## config.mk

```make
export PLATFORM = sky130hd
export DESIGN_NAME = playback_sequencer
export DESIGN_NICKNAME = d
export VERILOG_FILES = /design/src/rtl/memgame_pkg.sv /design/src/rtl/step_timer.sv /design/src/rtl/playback_sequencer.sv
export SDC_FILE = /design/constraint.sdc
export NUM_CORES = 1
export LEC_CHECK = 0
export ABC_AREA = 1
export ABC_CLOCK_PERIOD_IN_PS = 2200
export BUFFER_PORTS_ARGS = -buffer_cell sky130_fd_sc_hd__buf_2
export CORE_ASPECT_RATIO = 1.25
export CORE_UTILIZATION = 25
export CTS_CLUSTER_DIAMETER = 40
export CTS_CLUSTER_SIZE = 28
export DETAILED_ROUTE_END_ITERATION = 7
export REMOVE_ABC_BUFFERS = 1
export SLEW_MARGIN = 20
export SYNTH_ARGS = -nofsm -noshare
export SYNTH_HDL_FRONTEND = slang
export SYNTH_SLANG_ARGS = --single-unit
```

## constraint.sdc

```tcl
create_clock -name i_Clk -period 2.2 [get_ports i_Clk]
set_input_delay 0.66 -clock i_Clk [delete_from_list [all_inputs] [get_ports i_Clk]]
set_output_delay 0.66 -clock i_Clk [all_outputs]
set_load 0.005 [all_outputs]
```

## src/rtl/memgame_pkg.sv

```systemverilog
// Shared definitions for the memory-game playback logic: the sequencer
// state encoding and the width helper used to size index/step/length fields.
package memgame_pkg;

   typedef enum logic [1:0] {
      IDLE = 2'd0,
      GAP  = 2'd1,
      SHOW = 2'd2,
      DONE = 2'd3
   } seq_state_t;

   // ceil(log2(count)), never narrower than one bit so degenerate
   // parameterisations (a single LED, a single step) still get a real vector.
   function automatic int bits_for(input int count);
      return (count > 1) ? $clog2(count) : 1;
   endfunction

endpackage

```

## src/rtl/step_timer.sv

```systemverilog
// Two-level timer: a prescaler divides the clock into ticks and a tick
// counter reports when the requested number of ticks has elapsed.
// The expired pulse is high on the final clock of the interval so the
// owner can change state on that same edge; clear restarts the interval.
module step_timer
   import memgame_pkg::*;
#(
   parameter int TICK_LIMIT = 25000,
   parameter int CNT_W      = 5
)(
   input  logic             clk,
   input  logic             rst,
   input  logic             clear,
   input  logic [CNT_W-1:0] target,
   output logic             expired
);

   localparam int PRE_W = bits_for(TICK_LIMIT);

   logic [PRE_W-1:0] prescale;
   logic [CNT_W-1:0] tick_count;
   logic             tick;

   assign tick    = (prescale == PRE_W'(TICK_LIMIT - 1));
   assign expired = tick && (tick_count == target - CNT_W'(1));

   // Prescaler wraps on every tick; the tick counter only advances on ticks.
   always_ff @(posedge clk) begin
      if (rst || clear) begin
         prescale   <= '0;
         tick_count <= '0;
      end else if (tick) begin
         prescale   <= '0;
         tick_count <= tick_count + CNT_W'(1);
      end else begin
         prescale   <= prescale + PRE_W'(1);
      end
   end

endmodule

```

## src/rtl/playback_sequencer.sv

```systemverilog
// Plays a latched pattern of LED indices: each step is a dark gap followed
// by the step's LED lit, then a one-cycle done pulse. Abort or reset drops
// straight back to idle without a done pulse.
module playback_sequencer
   import memgame_pkg::*;
#(
   parameter int NUM_LEDS   = 4,
   parameter int MAX_LEN    = 16,
   parameter int TICK_LIMIT = 25000,
   parameter int ON_TICKS   = 20,
   parameter int OFF_TICKS  = 10,
   localparam int IDX_W     = bits_for(NUM_LEDS),
   localparam int LEN_W     = bits_for(MAX_LEN + 1),
   localparam int STEP_W    = bits_for(MAX_LEN)
)(
   input  logic                     i_Clk,
   input  logic                     i_Rst,
   input  logic                     i_Start,
   input  logic                     i_Abort,
   input  logic [LEN_W-1:0]         i_Length,
   input  logic [MAX_LEN*IDX_W-1:0] i_Pattern,
   output logic [NUM_LEDS-1:0]      o_LED,
   output logic                     o_Busy,
   output logic                     o_Done,
   output logic [STEP_W-1:0]        o_Step
);

   localparam int MAX_TICKS = (ON_TICKS > OFF_TICKS) ? ON_TICKS : OFF_TICKS;
   localparam int CNT_W     = bits_for(MAX_TICKS + 1);

   seq_state_t               state;
   logic [MAX_LEN*IDX_W-1:0] pattern_q;
   logic [LEN_W-1:0]         length_q;
   logic [LEN_W-1:0]         eff_length;
   logic [IDX_W-1:0]         cur_index;
   logic [NUM_LEDS-1:0]      show_led;
   logic [CNT_W-1:0]         timer_target;
   logic                     timer_clear;
   logic                     timer_expired;
   logic                     last_step;

   // Requests longer than the pattern storage are clipped to MAX_LEN steps.
   assign eff_length   = (i_Length > LEN_W'(MAX_LEN)) ? LEN_W'(MAX_LEN) : i_Length;
   assign timer_target = (state == SHOW) ? CNT_W'(ON_TICKS) : CNT_W'(OFF_TICKS);
   // The timer restarts on every state change, and is held at zero outside
   // GAP/SHOW, so each interval is measured from the state's first cycle.
   assign timer_clear  = ((state != GAP) && (state != SHOW)) || i_Abort || timer_expired;
   assign cur_index    = pattern_q[int'(o_Step) * IDX_W +: IDX_W];
   assign last_step    = (LEN_W'(o_Step) == length_q - LEN_W'(1));

   step_timer #(
      .TICK_LIMIT (TICK_LIMIT),
      .CNT_W      (CNT_W)
   ) u_timer (
      .clk     (i_Clk),
      .rst     (i_Rst),
      .clear   (timer_clear),
      .target  (timer_target),
      .expired (timer_expired)
   );

   // One-hot decode of the current step; indices with no matching LED stay dark.
   always_comb begin
      show_led = '0;
      for (int i = 0; i < NUM_LEDS; i++) begin
         show_led[i] = (int'(cur_index) == i);
      end
   end

   // Sequencer FSM; every output is set on the edge that enters the new state.
   always_ff @(posedge i_Clk) begin
      if (i_Rst) begin
         state     <= IDLE;
         pattern_q <= '0;
         length_q  <= '0;
         o_LED     <= '0;
         o_Busy    <= 1'b0;
         o_Done    <= 1'b0;
         o_Step    <= '0;
      end else begin
         case (state)
            IDLE: begin
               o_LED  <= '0;
               o_Done <= 1'b0;
               o_Busy <= 1'b0;
               if (i_Start && !i_Abort) begin
                  if (eff_length == '0) begin
                     state  <= DONE;
                     o_Done <= 1'b1;
                  end else begin
                     state     <= GAP;
                     pattern_q <= i_Pattern;
                     length_q  <= eff_length;
                     o_Step    <= '0;
                     o_Busy    <= 1'b1;
                  end
               end
            end
            GAP: begin
               if (i_Abort) begin
                  state  <= IDLE;
                  o_LED  <= '0;
                  o_Busy <= 1'b0;
               end else if (timer_expired) begin
                  state <= SHOW;
                  o_LED <= show_led;
               end
            end
            SHOW: begin
               if (i_Abort) begin
                  state  <= IDLE;
                  o_LED  <= '0;
                  o_Busy <= 1'b0;
               end else if (timer_expired) begin
                  o_LED <= '0;
                  if (last_step) begin
                     state  <= DONE;
                     o_Busy <= 1'b0;
                     o_Done <= 1'b1;
                  end else begin
                     state  <= GAP;
                     o_Step <= o_Step + STEP_W'(1);
                  end
               end
            end
            DONE: begin
               state  <= IDLE;
               o_Done <= 1'b0;
               o_LED  <= '0;
               o_Busy <= 1'b0;
            end
            default: begin
               state <= IDLE;
            end
         endcase
      end
   end

endmodule

```

==> metrics.yaml, run 1 <==
period_minus_slack_ns: 1.99
crit_buf_inv: 2
syn-cell-area_um2: 3510
seq_area_frac_synth_pct: 39.3
vias_per_cell: 4.38
peakVddDrop_v: 0.000368
initialDrtViolationCount: 126
gp_congestion: 0.775
drc_errors: 0
crit_required_ns: 1.54
skew_ns: 0.00590
cp.arrival_ns: 1.33
fin_setup_tns_ns: 0
status: "completed"
nNetsFinal: 615
hold_path_end: "pattern_q[26]"
die_height_um: 134
io_buffers: 50
power_density_nw_per_um2: 973
dp_slack_ns: 0.283
seq_area_um2: 1380
p_leak_uw: 0.00185
multi_input_area_um2: 1760
r2r_end: "o_Step[2]"
post-dp-hpwl_um: 6350
dieArea_um2: 14500
finalCritPeriodShare_pct: 90.4
ioPinCount: 51
clockBufferDepth: 2
dp_cells: 729
start_util_pct: 25.5
cts_sinks: 69
drive_gt1_share_pct: 17.5
maxCapViolCount: 0
clk_pin_slew_worst_paths_ns: 0.06
route.detailed.wl_per_inst_um: 11.4
grt_pass1_wl_um: 14400
cts_setup_buffers: 0
end_kind: "output pin"
drv_slew: 0
vias: 3265
grt.met1_usage_pct: 14.2
cp-start-kind: "register"
worst_pin_slew_ns: 0.429
cts_made_buffers: 9
fmax_mhz: 503
rows: 48
most-common-layout-cells: "88 x nand2_1, 72 x nor2_1, 69 x inv_1, 69 x dfxtp_1, 50 x buf_2"
hold_buffers: 0
hold-path-cell-count: 2
setup_viol: 0
yosysWarnings: 0
critPathMaxStageDelay_ns: 0.49
reg2reg_slack_ns: 0.37
root_buffer: "clkbuf_16"
r2r_start: "state[0]"
cts_htree_levels: 3
grtUsageMet3_pct: 2.75
rsz0062_at_grt: "false"
core_um2: 13800
cp_cell_sequence: "buf_4, buf_2"
insertion_delay_ns: 0.34
finalWirelength_um: 8510
layout_commonest_cell: "nand2_1"
min_path_type: "reg2reg"
synth_cell_types: 34
grt_pass1_vias: 3165
overflow: 0
crit_fanout: 25
postRouteAntennaNets: 0
ys_ff_latch: 69
min_from: "pattern_q[26]"
synth_cells: 512
dieWidth_um: 108
path_class: "reg2out"
avgSynthCellArea_um2: 6.86
grtUsageTotal_pct: 12.7
diodes: 0
met2_usage_pct: 22.7
cts_resized: 0
path_delay_family: "buffers and inverters"
top_usage_layer: "met2"
worstRegToRegCells: 10
nFillCells: 1518
maxSlewHeadroom_pct: 71.4
drt_pass1_iterations: 4
finalNonFillerCells: 745
antenna_found_initial: 0
crit_slowest_cell: "dfxtp_1"
setup_slack_ns: 0.212
grt_start_max_net_pins: 38
cts_tree: "built"
syn_to_final_growth_pct: 22.4
hold_viol_final: 0
worst register-to-register path, cell delays in order (launching register included):
cell and delay, ns:
dfxtp_1 0.40, inv_1 0.13, ha_1 0.26, nor2_1 0.10, a21oi_1 0.06, nor2_2 0.22
nand3_4 0.11, a21oi_4 0.20, nand2_2 0.10, nand2_1 0.07, a21oi_1 0.06
routing by layer:
layer / vias to the layer above / routed length [um]
met1: 1459 / 3780
li1: 1747 / -
met3: 15 / 303
met2: 44 / 4240
met4: 0 / 185
met5: - / 0
cells in the mapped netlist, drive strengths merged:
master / count / area (um^2)
buf: 11 / 58.8
o21a: 2 / 15.0
a21oi: 49 / 257
nor2: 80 / 339
o21ai: 50 / 250
clkbuf: 7 / 27.5
o22ai: 1 / 6.26
xor2: 4 / 35.0
ha: 9 / 113
nor3: 5 / 30.0
o211ai: 8 / 60.1
nand3: 38 / 213
nand2: 93 / 362
dfxtp: 69 / 1380
inv: 75 / 282
nor3b: 2 / 20.0
a211oi: 1 / 7.51
nand4: 5 / 31.3
xnor2: 2 / 17.5
and3: 1 / 6.26
sequential cells by signal (all words and copies together) (netlist names):
name	cells
o_Busy	1
o_Step	4
state	2
u_timer.prescale	15
length_q	5
pattern_q	32
o_LED	4
u_timer.tick_count	5
o_Done	1
kinds of logic (layout without fill, tap and decap cells):
group / Yosys count / after routing / share of synthesized area, %
and+or+nand+nor: 224 / 224 / 28.5
adders and majority gates: 9 / 9 / 3.21
DFF: 69 / 69 / 39.3
buffers and inverters: 93 / 151 / 10.5
xor gates and xnor gates: 6 / 6 / 1.50
AOI/OAI and AO/OA: 111 / 111 / 17.0
through the flow:
stage               cell area [um^2]  hold WS (ns)  util (%)  power [uW]
finish                          4300         0.452      31.2        4180
global route                    4300         0.479      31.2        4490
CTS                             4300         0.453      31.2        4230
detailed placement              3990         0.445      29.0        2760
global placement                3990         0.443      29.0        2750
floorplan                       3420         0.418         -        2360
worst max-delay path by stage:
stage / end / slack [ns] / start / cells past startpoint
finish: o_Step[0] / 0.21 / o_Step[0] / 2
global route: o_Step[0] / 0.13 / o_Step[0] / 2
CTS: o_Step[0] / 0.21 / o_Step[0] / 2
detailed placement: length_q[2] / 0.28 / i_Abort / 11
global placement: length_q[0] / 0.30 / i_Abort / 11
floorplan: u_timer.prescale[7] / 0.33 / i_Rst / 6
cell type report:
class	count	share of cell area [%]
Timing Repair Buffer	60	8.15
Clock inverter	5	1.40
Sequential cell	69	32.1
Clock buffer	11	5.65
Multi-Input combinational cell	350	41.0
Inverter	75	6.55
Tap cell	175	5.10
report_power, final:
group          leakage [uW]  internal [uW]  switching (uW)  total, uW
logic               0.00115            440             774       1210
registers          0.000562           1420            85.6       1500
clock network      0.000134            908             555       1460
Note: power is estimated with default switching activity, not from simulation.
==> run 2: changes to the inputs <==
- REMOVE_ABC_BUFFERS: 1 -> default
==> metrics.yaml, run 2 (synthesis gave the netlist of run 1 again) <==
setup_viol: 0
dpl-instance-area_um2: 3960
top_regs: "pattern_q x32, u_timer.prescale x15"
fin_setup_tns_ns: 0
crit_required_ns: 2.46
drive_gt1_share_pct: 17.3
crit_slowest_cell: "ha_1"
root_buffer: "clkbuf_16"
diodes: 0
p_leak_uw: 0.00183
dp_slack_ns: 0.249
finalWirelength_um: 8720
peakVddDrop_v: 0.000392
finalNonFillerCells: 742
power_density_nw_per_um2: 963
status: "completed"
antenna_found_initial: 0
finalCritPeriodShare_pct: 89.9
hold_buffers: 0
setup_slack_ns: 0.222
ioPinCount: 51
layout_commonest_cell: "nand2_1"
drt_pass1_iterations: 5
maxSlewHeadroom_pct: 73.7
most-common-layout-cells: "88 x nand2_1, 72 x nor2_1, 69 x inv_1, 69 x dfxtp_1, 50 x buf_2"
vias_per_cell: 4.42
worstRegToRegCells: 10
insertion_delay_ns: 0.34
cp_cell_sequence: "inv_1, ha_1, inv_1, nor2_1, nor2_1, inv_1, nand2_2, o21ai_1, nor2_1, a21oi_1"
rows: 48
cp_num_cells: 10
initialDrtViolationCount: 114
path_class: "reg2reg"
grt_pass1_wl_um: 14300
grt_start_max_net_pins: 54
clockBufferDepth: 2
dieWidth_um: 108
cp-start-kind: "register"
syn_nets: 562
period_minus_slack_ns: 1.98
overflow: 0
rsz0062_at_grt: "false"
gp_congestion: 0.797
skew_ns: 0.00872
io_buffers: 50
drc_errors: 0
cp.arrival_ns: 2.23
cts_setup_buffers: 0
cts_made_buffers: 9
path_delay_family: "buffers and inverters"
core_um2: 13800
dieArea_um2: 14500
cts_resized: 0
die_height_um: 134
vias: 3279
postRouteAntennaNets: 0
end_kind: "register"
drv_slew: 0
crit_buf_inv: 3
grtUsageTotal_pct: 12.8
maxCapViolCount: 0
min_path_type: "reg2reg"
cts_sinks: 69
route.detailed.wl_per_inst_um: 11.8
regMostFlops: "pattern_q"
hold_viol_final: 0
fmax_mhz: 506
syn_to_final_growth_pct: 20.8
post-route-cell-area_um2: 4240
worst_pin_slew_ns: 0.395
clk_pin_slew_worst_paths_ns: 0.06
grt_pass1_vias: 2975
cts_htree_levels: 3
dp_cells: 726
start_util_pct: 25.5
post-dp-hpwl_um: 6430
crit_fanout: 8
critPathMaxStageDelay_ns: 0.40
cts_tree: "built"
largest_reg_flops: 32
nNetsFinal: 612
reg2reg_slack_ns: 0.22
hold-path-cell-count: 1
run 2: path summary, 6_finish.rpt:
path / startpoint / end
max: state[0] / state[1]
min: u_timer.prescale[0] / u_timer.prescale[0]
min reg2reg: u_timer.prescale[0] / u_timer.prescale[0]
max reg2reg: state[0] / state[1]
run 2: worst reg2reg max path, delay by kind of cell (launching register included):
kind	cells	cell delay [ns]
adder cells (fa/ha/maj)	1	0.40
buffers and inverters	3	0.42
AO/OA/AOI/OAI	2	0.35
AND/OR/NAND/NOR	4	0.39
flip-flops	1	0.34
run 2: stage by stage:
step	utilization (%)	hold WS (ns)	power, uW
after detailed placement	28.8	0.443	2730
after floorplan	-	0.418	2400
after global placement	28.8	0.433	2730
after global routing	30.8	0.464	4380
after CTS	30.8	0.451	4130
final	30.8	0.449	4090
run 2: layout make-up:
class / instances / area (um^2)
multi-input cells: 350 / 1760
fillers: 1509 / 9510
inverters: 75 / 282
clock inverters: 7 / 57.6
flip-flops and latches: 69 / 1380
well taps: 175 / 219
clock buffers: 9 / 225
repair buffers: 57 / 315
run 2: layer usage:
metal	global-route usage (%)	share of wire, %	vias to the layer above
met5	0	0	-
met4	6.01	2.7	0
met3	3.86	3.3	15
met2	21.4	49	51
met1	14.8	45	1468
li1	-	-	1745
run 2: report_power, final:
group          switching (uW)  total [uW]  internal (uW)
Combinational             780        1190            414
Clock                     603        1380            778
Sequential               93.3        1510           1420
Total                    1480        4090           2610
